**src/rtl/fetch_stage_pkg.sv**
```systemverilog
`default_nettype none
// ============================================================================
//  Module      : fetch_stage_pkg
//  Description : Shared opcodes, fetch FSM encodings and defaults for IF stage.
//  Revision    : 1.0
// ============================================================================
package fetch_stage_pkg;

    localparam logic [2:0]  NPC_DEFAULT = 3'd0;
    localparam logic [2:0]  NPC_B       = 3'd1;
    localparam logic [2:0]  NPC_J       = 3'd2;
    localparam logic [2:0]  NPC_JR      = 3'd3;

    localparam int          FETCH_STATE_W = 1;
    localparam logic [FETCH_STATE_W-1:0] FETCH_RUN  = 1'b0;
    localparam logic [FETCH_STATE_W-1:0] FETCH_PEND = 1'b1;

    localparam logic [31:0] PC_RESET_DEFAULT  = 32'h0000_3000;
    localparam logic [31:0] NOP_INSTR_DEFAULT = 32'h0000_0000;

    function automatic logic is_redirect(input logic [2:0] op, input logic cmp_zero);
        return (op == NPC_J) || (op == NPC_JR) || ((op == NPC_B) && cmp_zero);
    endfunction

endpackage
`default_nettype wire

```
**src/rtl/fetch_stage_if.sv**
```systemverilog
`default_nettype none
// ============================================================================
//  Module      : fetch_stage_if
//  Description : Control, instruction-memory and F/D signals of the IF stage.
//  Revision    : 1.0
// ============================================================================
interface fetch_stage_if;

    logic        stall_D;
    logic [2:0]  npc_op;
    logic        cmp_zero;
    logic [31:0] npc;
    logic        imem_ready;
    logic [31:0] imem_rdata;
    logic [31:0] imem_addr;
    logic [31:0] pc_F;
    logic [31:0] pc_D;
    logic [31:0] instr_D;
    logic        valid_D;
    logic [31:0] bubble_cnt;

    // Pipeline control and memory side
    modport master (
        output stall_D, npc_op, cmp_zero, npc, imem_ready, imem_rdata,
        input  imem_addr, pc_F, pc_D, instr_D, valid_D, bubble_cnt
    );

    // Fetch stage itself
    modport slave (
        input  stall_D, npc_op, cmp_zero, npc, imem_ready, imem_rdata,
        output imem_addr, pc_F, pc_D, instr_D, valid_D, bubble_cnt
    );

endinterface
`default_nettype wire

```
**src/rtl/fetch_stage_fd_reg.sv**
```systemverilog
`default_nettype none
// ============================================================================
//  Module      : fd_reg
//  Description : F/D pipeline register with stall hold and bubble injection.
//  Revision    : 1.0
// ============================================================================
module fd_reg
    import fetch_stage_pkg::*;
#(
    parameter logic [31:0] NOP_INSTR = NOP_INSTR_DEFAULT
) (
    input  wire logic        clk,
    input  wire logic        reset,
    input  wire logic        stall_i,
    input  wire logic        bubble_i,
    input  wire logic [31:0] pc_i,
    input  wire logic [31:0] instr_i,
    output logic      [31:0] pc_o,
    output logic      [31:0] instr_o,
    output logic             valid_o
);

    logic [31:0] pc_q;
    logic [31:0] instr_q;
    logic        valid_q;

    // A bubble still carries the PC so D can attribute the slot.
    always_ff @(posedge clk or posedge reset) begin
        if (reset) begin
            pc_q    <= 32'h0;
            instr_q <= NOP_INSTR;
            valid_q <= 1'b0;
        end else if (!stall_i) begin
            pc_q    <= pc_i;
            instr_q <= bubble_i ? NOP_INSTR : instr_i;
            valid_q <= !bubble_i;
        end
    end

    assign pc_o    = pc_q;
    assign instr_o = instr_q;
    assign valid_o = valid_q;

endmodule
`default_nettype wire

```
**src/rtl/fetch_stage.sv**
```systemverilog
`default_nettype none
// ============================================================================
//  Module      : fetch_stage
//  Description : MIPS IF stage: PC, delay-slot aware redirect FSM, F/D register.
//  Revision    : 1.0
// ============================================================================
module fetch_stage
    import fetch_stage_pkg::*;
#(
    parameter logic [31:0] PC_RESET  = PC_RESET_DEFAULT,
    parameter logic [31:0] NOP_INSTR = NOP_INSTR_DEFAULT
) (
    input  wire logic   clk,
    input  wire logic   reset,
    fetch_stage_if.slave bus
);

    logic [FETCH_STATE_W-1:0] state_q;
    logic [FETCH_STATE_W-1:0] state_d;
    logic [31:0]              pc_q;
    logic [31:0]              pc_d;
    logic [31:0]              tgt_q;
    logic [31:0]              tgt_d;
    logic [31:0]              bubble_cnt_q;
    logic [31:0]              bubble_cnt_d;
    logic                     redirect;
    logic                     fd_bubble;

    assign redirect = is_redirect(bus.npc_op, bus.cmp_zero);

    always_ff @(posedge clk or posedge reset) begin
        if (reset) begin
            state_q <= FETCH_RUN;
        end else if (!bus.stall_D) begin
            state_q <= state_d;
        end
    end

    // A redirect seen while IM is waiting must wait for the delay slot fetch.
    always_comb begin
        state_d = state_q;
        case (state_q)
            FETCH_RUN:  if (!bus.imem_ready && redirect) state_d = FETCH_PEND;
            FETCH_PEND: if (bus.imem_ready)              state_d = FETCH_RUN;
            default:    state_d = FETCH_RUN;
        endcase
    end

    always_comb begin
        pc_d         = pc_q;
        tgt_d        = tgt_q;
        bubble_cnt_d = bubble_cnt_q;
        fd_bubble    = !bus.imem_ready;
        if (!bus.imem_ready) begin
            bubble_cnt_d = bubble_cnt_q + 32'd1;
            if (state_q == FETCH_RUN && redirect) begin
                tgt_d = bus.npc;
            end
        end else if (state_q == FETCH_PEND) begin
            pc_d = tgt_q;
        end else begin
            pc_d = redirect ? bus.npc : pc_q + 32'd4;
        end
    end

    always_ff @(posedge clk or posedge reset) begin
        if (reset) begin
            pc_q         <= PC_RESET;
            tgt_q        <= 32'h0;
            bubble_cnt_q <= 32'h0;
        end else if (!bus.stall_D) begin
            pc_q         <= pc_d;
            tgt_q        <= tgt_d;
            bubble_cnt_q <= bubble_cnt_d;
        end
    end

    fd_reg #(
        .NOP_INSTR (NOP_INSTR)
    ) u_fd_reg (
        .clk      (clk),
        .reset    (reset),
        .stall_i  (bus.stall_D),
        .bubble_i (fd_bubble),
        .pc_i     (pc_q),
        .instr_i  (bus.imem_rdata),
        .pc_o     (bus.pc_D),
        .instr_o  (bus.instr_D),
        .valid_o  (bus.valid_D)
    );

    assign bus.imem_addr  = pc_q;
    assign bus.pc_F       = pc_q;
    assign bus.bubble_cnt = bubble_cnt_q;

endmodule
`default_nettype wire

```
**src/flat_wrapper.sv**
```systemverilog
// flat-port wrapper written by rule: the top's interface ports become plain ports
module fetch_stage_flat import fetch_stage_pkg::*;
#(
    parameter logic [31:0] PC_RESET  = PC_RESET_DEFAULT,
    parameter logic [31:0] NOP_INSTR = NOP_INSTR_DEFAULT
)
  (clk, reset, bus_stall_D, bus_npc_op, bus_cmp_zero, bus_npc, bus_imem_ready, bus_imem_rdata, bus_imem_addr, bus_pc_F, bus_pc_D, bus_instr_D, bus_valid_D, bus_bubble_cnt);
  fetch_stage_if bus_i ();
  input  wire logic clk;
  input  wire logic reset;
  input wire logic [$bits(bus_i.stall_D)-1:0] bus_stall_D;
  input wire logic [$bits(bus_i.npc_op)-1:0] bus_npc_op;
  input wire logic [$bits(bus_i.cmp_zero)-1:0] bus_cmp_zero;
  input wire logic [$bits(bus_i.npc)-1:0] bus_npc;
  input wire logic [$bits(bus_i.imem_ready)-1:0] bus_imem_ready;
  input wire logic [$bits(bus_i.imem_rdata)-1:0] bus_imem_rdata;
  output wire logic [$bits(bus_i.imem_addr)-1:0] bus_imem_addr;
  output wire logic [$bits(bus_i.pc_F)-1:0] bus_pc_F;
  output wire logic [$bits(bus_i.pc_D)-1:0] bus_pc_D;
  output wire logic [$bits(bus_i.instr_D)-1:0] bus_instr_D;
  output wire logic [$bits(bus_i.valid_D)-1:0] bus_valid_D;
  output wire logic [$bits(bus_i.bubble_cnt)-1:0] bus_bubble_cnt;
  assign bus_i.stall_D = bus_stall_D;
  assign bus_i.npc_op = bus_npc_op;
  assign bus_i.cmp_zero = bus_cmp_zero;
  assign bus_i.npc = bus_npc;
  assign bus_i.imem_ready = bus_imem_ready;
  assign bus_i.imem_rdata = bus_imem_rdata;
  assign bus_imem_addr = bus_i.imem_addr;
  assign bus_pc_F = bus_i.pc_F;
  assign bus_pc_D = bus_i.pc_D;
  assign bus_instr_D = bus_i.instr_D;
  assign bus_valid_D = bus_i.valid_D;
  assign bus_bubble_cnt = bus_i.bubble_cnt;
  fetch_stage #(.PC_RESET(PC_RESET), .NOP_INSTR(NOP_INSTR)) u_core (.clk(clk), .reset(reset), .bus(bus_i));
endmodule
```
**config.mk**
```make
export PLATFORM = sky130hd
export DESIGN_NAME = fetch_stage_flat
export DESIGN_NICKNAME = d
export VERILOG_FILES = /design/src/rtl/fetch_stage_pkg.sv /design/src/rtl/fetch_stage_if.sv /design/src/rtl/fetch_stage_fd_reg.sv /design/src/rtl/fetch_stage.sv /design/src/flat_wrapper.sv
export SDC_FILE = /design/constraint.sdc
export NUM_CORES = 1
export LEC_CHECK = 0
export CORE_ASPECT_RATIO = 0.8
export CORE_MARGIN = 2
export CORE_UTILIZATION = 45
export DETAILED_ROUTE_END_ITERATION = 8
export PLACE_DENSITY = 0.78
export SETUP_SLACK_MARGIN = 0.4
export SLEW_MARGIN = 20
export SYNTH_ARGS = -nofsm -noshare
export SYNTH_HDL_FRONTEND = slang
export SYNTH_HIERARCHICAL = 1
export SYNTH_SLANG_ARGS = --single-unit
```
**constraint.sdc**
```tcl
create_clock -name clk -period 8.4 [get_ports clk]
set_input_delay 1.68 -clock clk [delete_from_list [all_inputs] [get_ports clk]]
set_output_delay 1.68 -clock clk [all_outputs]
set_load 0.01 [all_outputs]
```
Word-level counts from Yosys, hierarchy flattened:

Cells that the tools add are included.

* memory bits (writable): 0
* output and inout bits: 161
* ROM bits: 0
* memories kept: 0
* register bits after elaboration: 162
* word-level logic and storage cells: 30
* input bits: 72
* bits in latches: 0

* divide/modulo/power cells: 0
* shift-type cells: 0
* magnitude comparators: 0
* equal/unequal tests: 3
* muxes and demuxes: 6
* $mul: 0
* reduce and logical (&&, ||, !) cells: 9
* $add $sub $neg: 2
* bitwise operators: 3

Operator list (number)
* 2-to-1 mux 32 bit: 3
* adder 32 x 1 -> 32 bit (second input constant): 1
* adder 32 x 3 -> 32 bit (second input constant): 1
* == test 3 x 2 -> 1 bit (second input constant): 2
* AND reduction 2 bit: 2
* == test 3 x 1 -> 1 bit (second input constant): 1
* logical AND 1 bit: 3
* NOT 1 bit: 3
* AND reduction 3 bit: 1
* logical OR 1 bit: 2
* 2-to-1 mux 1 bit: 2
* one-hot mux 1 bit (2 select lines): 1
* logical NOT 1 bit: 1

Longest topological paths before layout:

Gate-level depths: netlist (run 1).

* depth after elaboration: 6
* depth in mapped cells: 8
* depth with buffers taken out: 6

By module:

The synthesis (run 1) kept the hierarchy.

Modules (own cells, without submodules)
* fetch_stage: cells an instance 500, times used 1, sequential area each 2429.8 µm², area each 5113.7 µm²
* fd_reg: cells an instance 144, times used 1, sequential area each 1626.6 µm², area each 2344.7 µm²

Worst setup path after synthesis (run 1):

No wires, ideal clock.

* path type: input to register
* start: input bus_imem_ready
* end: register u_core.bubble_cnt_q[27] (netlist: u_core/bus.bubble_cnt[27])
* path slack: 5.408 ns
* arrival time: 2.913 ns
* required time: 8.321 ns
* path buffers: 1
* stages on the path: 6
* setup time: 0.079 ns
* cells stage by stage: nor2_1 -> nand4_1 -> or2_2 -> clkbuf_1 -> nor2_1 -> xor2_1

* word-level cells in the longest chain between the ends: 2

RTL lines
* from (decl): line flat_wrapper.sv:15 `input wire logic [$bits(bus_i.imem_ready)-1:0] bus_imem_ready;`
* NOT 1 bit (no line)
* AND reduction 2 bit (no line)
* to (signal assigned): line fetch_stage.sv:74 `bubble_cnt_q <= bubble_cnt_d;`
* to (decl): line fetch_stage.sv:24 `logic [31:0] bubble_cnt_q;`

Every way passes these cells.
A chain may end at the register's enable or synchronous reset.

Worst setup path in the final report (run 1):

* start: input bus_npc_op[1]
* end: register u_core.tgt_q[21]

* word-level cells in the longest chain between the ends: 5
* elaborated cells between the ends (all ways): 8
* those cells by class: eq/ne: 3; reduce/logical: 5

RTL lines
* from (decl): line flat_wrapper.sv:12 `input wire logic [$bits(bus_i.npc_op)-1:0] bus_npc_op;`
* == test 3 x 2 -> 1 bit or == test 3 x 1 -> 1 bit (tied branches): line fetch_stage_pkg.sv:22 `return (op == NPC_J) || (op == NPC_JR) || ((op == NPC_B) && cmp_zero);`
* logical OR 1 bit or logical AND 1 bit (tied branches): line fetch_stage_pkg.sv:22
* logical OR 1 bit (*): line fetch_stage_pkg.sv:22
* logical AND 1 bit (*): line fetch_stage.sv:56 `if (state_q == FETCH_RUN && redirect) begin`
* AND reduction 3 bit (no line) (*)
* to (signal assigned): line fetch_stage.sv:73 `tgt_q <= tgt_d;`
* to (decl): line fetch_stage.sv:22 `logic [31:0] tgt_q;`

Mark *: on every way between the ends. The rest lies on a longest branch, timed or not.

==> impl_metrics.toml, run 1 <==
[drt]
drc = 0
dr.pass1.iters = 5
detail_route.wirelength_um = 19590
first_iter_violations = 410
wire_per_inst_um = 18.34
vias_per_cell = 5.581
ant_nets = 0
vias = 5961

[synth]
synth.cell_area_sq_mm = 0.007458
synth_simple_gate_area_share_pct = 10.94
synth-compound-area-share_pct = 14.85
synth_cell_type_count = 57
synthArstFlopShare_pct = 100.0
synth_xor_area_share_pct = 3.640
ys_seq_area_share_pct = 54.39
synth-main-ff-cell = "dfrtp_1"
postSynthAreaPerCell_sq_um = 11.58
synth_edf_count = 0
synth_fa_ha_area_share_pct = 0.3355
synth_top_family_by_area = "compound AO/OA/AOI/OAI gates"
syn-num-nets = 718
muxShareOfSynthArea_pct = 9.814
yosysWarnings = 6
ys_ff_latch = 162
postSynthCellCount = 644

[run]
max_cap_violations = 0

[clock_network]
htree_num_levels = 4
cts_resized = 0
cts_made_buffers = 17
cts_buffer_depth = 2
cts.sinks = 162
clk_latency_ps = 420
cts_tree = "built"
postCtsSetupBuffers = 0
holdBufCountCts = 0
clk_pin_slew_ps = 70
root_buffer = "clkbuf_16"

[sta]
rsz0062_at_grt = "false"
slew_viol_final = 0
worst_pin_slew_ps = 1061
setup-tns-final_ps = 0
finalCritPeriodShare_pct = 40.79
hold_viol = 0
setup_viol = 0
timing.slew.headroom_pct = 28.98
fmax_ghz = 0.2918
period_minus_slack_ps = 3427
fin_skew_ps = 13.14

[final_layout]
nets = 909
layout-area-overhead-vs-synth_pct = 37.88
fillers = 1404
diodes = 0
drive_above_1_share_pct = 13.68

[worst_setup_path]
cp-start-kind = "primary input"
crit_path_end_kind = "flop"
cp.arrival_ps = 3730
required_ps = 8710
worstSetupPathType = "primary input to flop"
critPathMaxFanout = 33

[grt]
grt_pass1_wl_um = 31350
overflow = 0
grt_use_total_pct = 22.47
grt_antenna_before_repair = 0
first_global_vias = 5951
grt_max_degree = 73

[hold_path]
hold_class = "flop to flop"

[place]
port_buffers = 232
hpwlAfterDp_um = 12830
routabilityCongestion = 0.7812

[floorplanning]
die_x_um = 147.9
core-area_sq_mm = 0.01640
die_area_sq_mm = 0.01763
rows = 42
ios = 233
chipHeight_um = 119.2
start_util_pct = 45.49

[power_and_ir_drop]
power_leakage_nw = 4.243
power_w = 0.002508
power_density_mw_per_mm2 = 243.9
ir_drop_mv = 0.1556

[outcome]
status = "complete, no violations"
## cell usage in the layout, fill, tap and decap left out, types with 3 or more instances in the layout
master	Yosys	routed
a22oi_1	10	10
a221oi_1	16	16
a221o_1	3	3
a21oi_1	19	19
inv_1	10	8
a21o_1	3	3
nor3b_1	3	3
xor2_1	14	14
nand2b_1	4	4
and4_1	9	9
nand3_1	20	20
nand4_1	18	18
nor4_1	4	4
clkinvlp_4	0	5
inv_6	0	4
nor2_1	26	25
nand2_1	32	32
nor3_1	11	9
nor3_2	1	3
mux2_1	7	7
dfrtp_1	160	160
clkbuf_16	0	17
xnor2_1	17	17
and3_1	7	7
o22ai_1	5	5
clkdlybuf4s50_1	0	231
and2_1	5	5
buf_4	33	9
a2bb2oi_1	4	4
a22o_1	34	34
o21a_1	4	4
a31oi_1	9	9
clkinv_4	0	3
o31a_1	4	4
o21ai_0	32	32
mux2_2	58	58
## synthesized netlist by cell type, types with 3 or more instances
cell	instances	area (sq um)
and3_1	7	43.79
nor2_1	26	97.59
and2_1	5	31.28
inv_1	10	37.54
xor2_1	14	122.6
clkbuf_1	19	71.32
a22o_1	34	297.8
a221o_1	3	30.03
o22ai_1	5	31.28
a21oi_1	19	95.09
nor3b_1	3	22.52
nand2_1	32	120.1
a31oi_1	9	56.30
a221oi_1	16	140.1
dfrtp_1	160	4004
mux2_1	7	78.83
buf_2	12	60.06
nor4_1	4	25.02
buf_1	3	11.26
a21o_1	3	22.52
and4_1	9	78.83
buf_4	33	247.7
mux2_2	58	653.1
nand4_1	18	112.6
xnor2_1	17	148.9
nand2b_1	4	25.02
o21a_1	4	30.03
nand3_1	20	100.1
a2bb2oi_1	4	35.03
nor3_1	11	55.05
o31a_1	4	35.03
a22oi_1	10	75.07
o21ai_0	32	160.2
## layout make-up
class                           instances  area, sq um  share of cell area (%)
Inverter                               10        40.04                  0.3893
Multi-Input combinational cell        403         2975                   28.93
Timing Repair Buffer                  241         2385                   23.19
Tap cell                              220        275.3                   2.677
Sequential cell                       162         4056                   39.45
Clock buffer                           17        425.4                   4.137
Clock inverter                         15        126.4                   1.229
## final timing paths
kind,startpoint,end,slack (ps),depth (start not counted)
max,bus_npc_op[1],u_core/tgt_q[21],4970,7
min,u_core/bus.bubble_cnt[31],u_core/bus.bubble_cnt[31],480,1
max reg2reg,u_core/bus.imem_addr[12],u_core/bus.imem_addr[28],5720,5
min reg2reg,u_core/bus.bubble_cnt[31],u_core/bus.bubble_cnt[31],480,1
max in group asynchronous,reset,u_core/tgt_q[5],5530,3
min in group asynchronous,reset,u_core/bus.bubble_cnt[27],1650,2
## state kept, by name (all words and copies together), names as in the netlist
| name | count |
|---|---|
| u_core/u_fd_reg/pc_o | 32 |
| u_core/bus.bubble_cnt | 32 |
| u_core/bus.imem_addr | 32 |
| u_core/u_fd_reg/valid_o | 1 |
| u_core/u_fd_reg/instr_o | 32 |
| u_core/tgt_q | 32 |
| u_core/state_q | 1 |
## critical path, cell delays in order
cell	delay, ps
clkdlybuf4s50_1	420
a21oi_1	350
nor3_2	60
buf_4	270
nand2_1	100
buf_4	430
mux2_2	400
## per-stage QoR
step / area [sq um] / worst slack (ps) / cells / hold slack, ps / util [%]
6_report: 10280 / 4973 / 1068 / 478.9 / 62.72
3_5_place_dp: 9732 / 4569 / 1036 / 468.8 / 59.36
5_1_grt: 10280 / 4842 / 1068 / 497.5 / 62.72
2_1_floorplan: 7458 / 4190 / 644 / 479.1 / -
3_3_place_gp: 9732 / 4608 / 1036 / 462.0 / 59.36
4_1_cts: 10280 / 5014 / 1068 / 477.7 / 62.72
## cell families (layout without fill, tap and decap cells)
| logic type | count (synthesis) | count (layout) |
|---|---|---|
| flip-flops | 162 | 162 |
| AO/OA/AOI/OAI | 154 | 154 |
| AND/OR/NAND/NOR | 151 | 151 |
| buffers and inverters | 79 | 283 |
| multiplexers | 65 | 65 |
| XOR/XNOR | 31 | 31 |
| adder cells (fa/ha/maj) | 2 | 2 |
## per-layer routing
metal	global-route usage, %	vias to the layer above	routed length, um	share of wire, %
met5	0	-	0	0
met2	36.02	205	9276	47
met4	6.786	0	266	1.4
met1	30.39	2995	8801	45
li1	-	2744	-	-
met3	5.594	17	1245	6.4
## where the power goes
part           switching (W)  leakage (nW)  total, W  internal (W)
combinational       0.000271          1.96  0.000687      0.000416
sequential          0.000160          2.03   0.00109      0.000934
clock               0.000341         0.257  0.000727      0.000386
Note: power is estimated with default switching activity, not from simulation.
==> inputs of run 2 (changes only) <==
--- a/config.mk
+++ b/config.mk
@@ -7,9 +7,9 @@
 export LEC_CHECK = 0
 export CORE_ASPECT_RATIO = 0.8
 export CORE_MARGIN = 2
-export CORE_UTILIZATION = 45
+export CORE_UTILIZATION = 42
 export DETAILED_ROUTE_END_ITERATION = 8
-export PLACE_DENSITY = 0.78
+export PLACE_DENSITY = 0.76
 export SETUP_SLACK_MARGIN = 0.4
 export SLEW_MARGIN = 20
 export SYNTH_ARGS = -nofsm -noshare
==> constraint.sdc (replaced) <==
create_clock -name clk -period 2.74 [get_ports clk]
set_input_delay 0.548 -clock clk [delete_from_list [all_inputs] [get_ports clk]]
set_output_delay 0.548 -clock clk [all_outputs]
set_load 0.01 [all_outputs]
==> run 2 against run 1 <==
Routed wire length grew 1.6%. Hold slack lost 36 ps. Register-to-register slack lost 5200 ps. Global-route usage shrank 1.0 points. Critical path type is now flop to flop.
==> impl_metrics.toml, run 2 (synthesis gave the netlist of run 1 again) <==
[sta]
period_minus_slack_ps = 2190
rsz0062_at_grt = "false"
setup_viol = 0
fmax_ghz = 0.4567
setup-tns-final_ps = 0
fin_skew_ps = 7.070
hold_viol = 0
finalCritPeriodShare_pct = 79.91
timing.slew.headroom_pct = 58.19
slew_viol_final = 0
worst_pin_slew_ps = 625.9
layout_setup_ws_ps = 550.5

[final_layout]
diodes = 0
stdcell_area_sq_mm = 0.01056
layout_common_cells = "clkdlybuf4s50_1 (231), dfrtp_1 (160), mux2_2 (58)"
final_common_cell = "clkdlybuf4s50_1"
fillers = 1420
nets = 927
layout-area-overhead-vs-synth_pct = 41.62
drive_above_1_share_pct = 15.59
fin_cells = 1091

[clock_network]
cts_made_buffers = 17
htree_num_levels = 4
holdBufCountCts = 0
cts_resized = 0
cts_tree = "built"
cts_buffer_depth = 2
clk_latency_ps = 420
cts.sinks = 162
root_buffer = "clkbuf_16"
clk_pin_slew_ps = 60
postCtsSetupBuffers = 0

[worst_setup_path]
crit_path_end_kind = "flop"
path_buf_inv = 0
cp_top_family = "simple AND/OR/NAND/NOR gates"
crit_slowest_cell = "or4_1"
r2r-end = "u_core/bus.imem_addr[27]"
worstSetupPathType = "flop to flop"
r2r_setup_slack_ps = 550
critPathMaxFanout = 9
cp-start-kind = "flop"
reg2reg_from = "u_core/bus.imem_addr[5]"
cp.arrival_ps = 2540
crit_chain = "nand3_1 -> or3_4 -> or4_1 -> a21oi_1 -> a2bb2oi_2"
r2r_cells = 5
required_ps = 3090
critical-path-max-stage-delay_ps = 550

[power_and_ir_drop]
ir_drop_mv = 0.4376
power_leakage_nw = 4.403
power_density_mw_per_mm2 = 756.1
power_w = 0.007986

[grt]
first_global_vias = 5773
grt_pass1_wl_um = 31860
overflow = 0
grt_use_total_pct = 21.43
grt_max_degree = 48
grt_antenna_before_repair = 1

[hold_path]
worstHoldEndpoint = "u_core/u_fd_reg/pc_o[31]"
hold_class = "primary input to flop"
worstHoldPathCells = 2
hp-start = "bus_stall_D"

[place]
hpwlAfterDp_um = 13610
dp_slack_ps = 316.8
routabilityCongestion = 0.8071
dpl-instance-area_sq_mm = 0.009945
dp_cells = 1059
port_buffers = 232

[drt]
vias = 6011
first_iter_violations = 474
wire_per_inst_um = 18.25
drc = 0
detail_route.wirelength_um = 19910
dr.pass1.iters = 5
vias_per_cell = 5.510
ant_nets = 0

[floorplanning]
chipHeight_um = 123.2
die_x_um = 153.0
start_util_pct = 42.92
rows = 43
die_area_sq_mm = 0.01885
ios = 233
core-area_sq_mm = 0.01738

[outcome]
status = "complete, no violations"

[run]
max_cap_violations = 0
==> run 2: worst max-delay path by stage <==
stage                                  startpoint                          to  cells past startpoint
after CTS                 u_core/bus.imem_addr[5]    u_core/bus.imem_addr[27]                      5
final                     u_core/bus.imem_addr[5]    u_core/bus.imem_addr[27]                      5
after detailed placement            bus_npc_op[1]             u_core/tgt_q[7]                      7
after global placement              bus_npc_op[1]             u_core/tgt_q[7]                      7
after floorplan                             reset  u_core/u_fd_reg/instr_o[0]                      1
after global routing      u_core/bus.imem_addr[2]    u_core/bus.imem_addr[22]                      7
==> run 2: layout make-up <==
cell class	instances	area, sq um	share of cell area (%)
tap	225	281.5	2.665
multi-input combinational	403	2982	28.23
clock buffer	18	429.2	4.063
clock inverter	14	177.7	1.682
sequential	162	4056	38.40
timing repair buffer	259	2595	24.57
inverter	10	41.29	0.3909
==> run 2: metrics by stage <==
step / utilization, % / hold slack [ps]
2_1_floorplan: - / 479.1
3_3_place_gp: 57.23 / 457.4
3_5_place_dp: 57.23 / 461.6
4_1_cts: 60.72 / 423.2
5_1_grt: 60.78 / 445.9
6_report: 60.78 / 443.1
==> run 2: worst reg2reg max path, stage by stage (launching register included) <==
cell and delay [ps]:
dfrtp_1 530, nand3_1 230, or3_4 480, or4_1 560, a21oi_1 190, a2bb2oi_2 140
==> run 2: per-layer routing <==
layer	GRT usage [%]	wire [um]	vias up
li1	-	-	2771
met1	31.04	9271	2968
met2	32.17	9076	247
met3	4.907	1221	25
met4	6.944	338	0
met5	0	0	-
==> run 2: power breakdown <==
part	internal (W)	total (W)	switching, W
Combinational	0.00133	0.00222	0.000894
Sequential	0.00286	0.00330	0.000439
Clock	0.00145	0.00246	0.00101
Total	0.00564	0.00799	0.00235
==> inputs of run 3 (changes only) <==
--- a/config.mk
+++ b/config.mk
@@ -7,9 +7,9 @@
 export LEC_CHECK = 0
 export CORE_ASPECT_RATIO = 0.8
 export CORE_MARGIN = 2
-export CORE_UTILIZATION = 42
+export CORE_UTILIZATION = 45
 export DETAILED_ROUTE_END_ITERATION = 8
-export PLACE_DENSITY = 0.76
+export PLACE_DENSITY = 0.78
 export SETUP_SLACK_MARGIN = 0.4
 export SLEW_MARGIN = 20
 export SYNTH_ARGS = -nofsm -noshare
==> constraint.sdc (replaced) <==
create_clock -name clk -period 2.25 [get_ports clk]
set_input_delay 0.45 -clock clk [delete_from_list [all_inputs] [get_ports clk]]
set_output_delay 0.45 -clock clk [all_outputs]
set_load 0.01 [all_outputs]
==> run 3 against run 2 <==
Power is 20% higher. Combinational power rose by 32%. Sequential power up 19%. Critical endpoint unchanged. Final area is 4.7% higher.
==> impl_metrics.toml, run 3 (synthesis gave the netlist of run 1 again) <==
[outcome]
status = "complete, no violations"

[final_layout]
final_common_cell = "clkdlybuf4s50_1"
fin_cells = 1139
nets = 979
layout-area-overhead-vs-synth_pct = 48.21
stdcell_area_sq_mm = 0.01105
layout_common_cells = "clkdlybuf4s50_1 (149), dfrtp_1 (135), buf_4 (67)"
drive_above_1_share_pct = 24.84
fillers = 1273

[floorplanning]
die_x_um = 147.9
start_util_pct = 45.49
die_area_sq_mm = 0.01763
rows = 42
chipHeight_um = 119.2
core-area_sq_mm = 0.01640
ios = 233

[clock_network]
cts.sinks = 162
root_buffer = "clkbuf_16"
htree_num_levels = 4
clk_latency_ps = 420
holdBufCountCts = 0
cts_tree = "built"
cts_buffer_depth = 2
cts_made_buffers = 17
clk_pin_slew_ps = 70

[power_and_ir_drop]
power_leakage_nw = 5.085
power_w = 0.009560
ir_drop_mv = 0.5923
power_density_mw_per_mm2 = 864.8

[drt]
detail_route.wirelength_um = 20730
dr.pass1.iters = 5
vias = 6244
drc = 0
first_iter_violations = 641
wire_per_inst_um = 18.20
ant_nets = 0
vias_per_cell = 5.482

[grt]
top_usage_layer = "met2"
grt_max_degree = 70
met1_usage_pct = 33.15
grt_antenna_before_repair = 1
first_global_vias = 5944
grt_use_met3_pct = 5.479
use_met2_pct = 36.34
overflow = 0
grt_pass1_wl_um = 32420
grt_use_total_pct = 23.53

[sta]
fmax_ghz = 0.5207
timing.slew.headroom_pct = 67.32
slew_viol_final = 0
finalCritPeriodShare_pct = 85.35
rsz0062_at_grt = "true"
fin_skew_ps = 7.739
hold_viol = 0
setup_viol = 0
period_minus_slack_ps = 1920
layout_setup_ws_ps = 329.6
worst_pin_slew_ps = 489.2

[worst_setup_path]
required_ps = 2600
worstSetupPathType = "flop to flop"
cp-start-kind = "flop"
cp.arrival_ps = 2270
critPathMaxFanout = 5
crit_path_end_kind = "flop"

[hold_path]
hold_class = "primary input to asynchronous set/reset pin"

[place]
dp_slack_ps = -20.62
port_buffers = 232
routabilityCongestion = 0.8464
hpwlAfterDp_um = 13500
dpl-instance-area_sq_mm = 0.01007
dp_cells = 1066

[run]
max_cap_violations = 0
-- run 3: changes by cell type in the layout (fill, tap and decap cells not counted), moves of 24 or more --
cell / change
dlygate4sd2_1: +54
dfrtp_1: -25
buf_4: +46
dfrtp_2: +25
dlymetal6s2s_1: +24
clkdlybuf4s50_1: -82
-- run 3: worst paths after layout --
kind	slack (ps)	start	endpoint	depth (start not counted)
setup / recovery	330	u_core/bus.imem_addr[2]	u_core/bus.imem_addr[27]	6
hold / removal	450	reset	u_core/u_fd_reg/pc_o[31]	2
setup reg to reg	330	u_core/bus.imem_addr[2]	u_core/bus.imem_addr[27]	6
hold reg to reg	470	u_core/bus.bubble_cnt[31]	u_core/bus.bubble_cnt[31]	1
max in group asynchronous	1170	reset	u_core/bus.bubble_cnt[24]	3
min in group clk	470	u_core/bus.bubble_cnt[31]	u_core/bus.bubble_cnt[31]	1
-- run 3: repair_timing --
item	CTS	global route
setup buffers	32	8
endpoints found under the setup margin	98	75
pin swaps	5	12
resized for setup	85	48
-- run 3: final cells by class --
| class | count | area [sq um] | area share, % |
|---|---|---|---|
| Tap cell | 220 | 275.3 | 2.490 |
| Antenna cell | 1 | 2.502 | 0.02264 |
| Timing Repair Buffer | 311 | 3004 | 27.18 |
| Multi-Input combinational cell | 403 | 3093 | 27.98 |
| Inverter | 10 | 45.04 | 0.4075 |
| Clock buffer | 18 | 439.2 | 3.973 |
| Sequential cell | 162 | 4088 | 36.98 |
| Clock inverter | 14 | 107.6 | 0.9734 |
-- run 3: per-layer routing --
metal  routed length [um]  part of all wire [%]
met1                 9597                    46
met2                 9429                    45
met3                 1402                   6.8
met4                  296                   1.4
met5                    0                     0
-- run 3: worst max-delay path, stage by stage (launching register included) --
cell and delay (ps):
dfrtp_2 420, buf_6 120, nand3_4 90, or3_4 430, or4_4 510, a21oi_2 160, a2bb2oi_2 130
-- run 3: through the flow --
stage                     setup TNS (ps)  utilization, %  hold slack, ps
after floorplan                        0               -           479.1
after global placement                 0           61.42           458.8
after detailed placement          -20.62           61.42           461.1
after CTS                              0           66.19           439.0
after global routing                   0           67.42           448.1
final                                  0           67.42           447.0
-- run 3: report_power, final --
part / internal [W] / leakage, nW / switching, W
clock network: 0.00145 / 0.245 / 0.00125
logic: 0.00164 / 2.84 / 0.00129
registers: 0.00351 / 2.00 / 0.000416
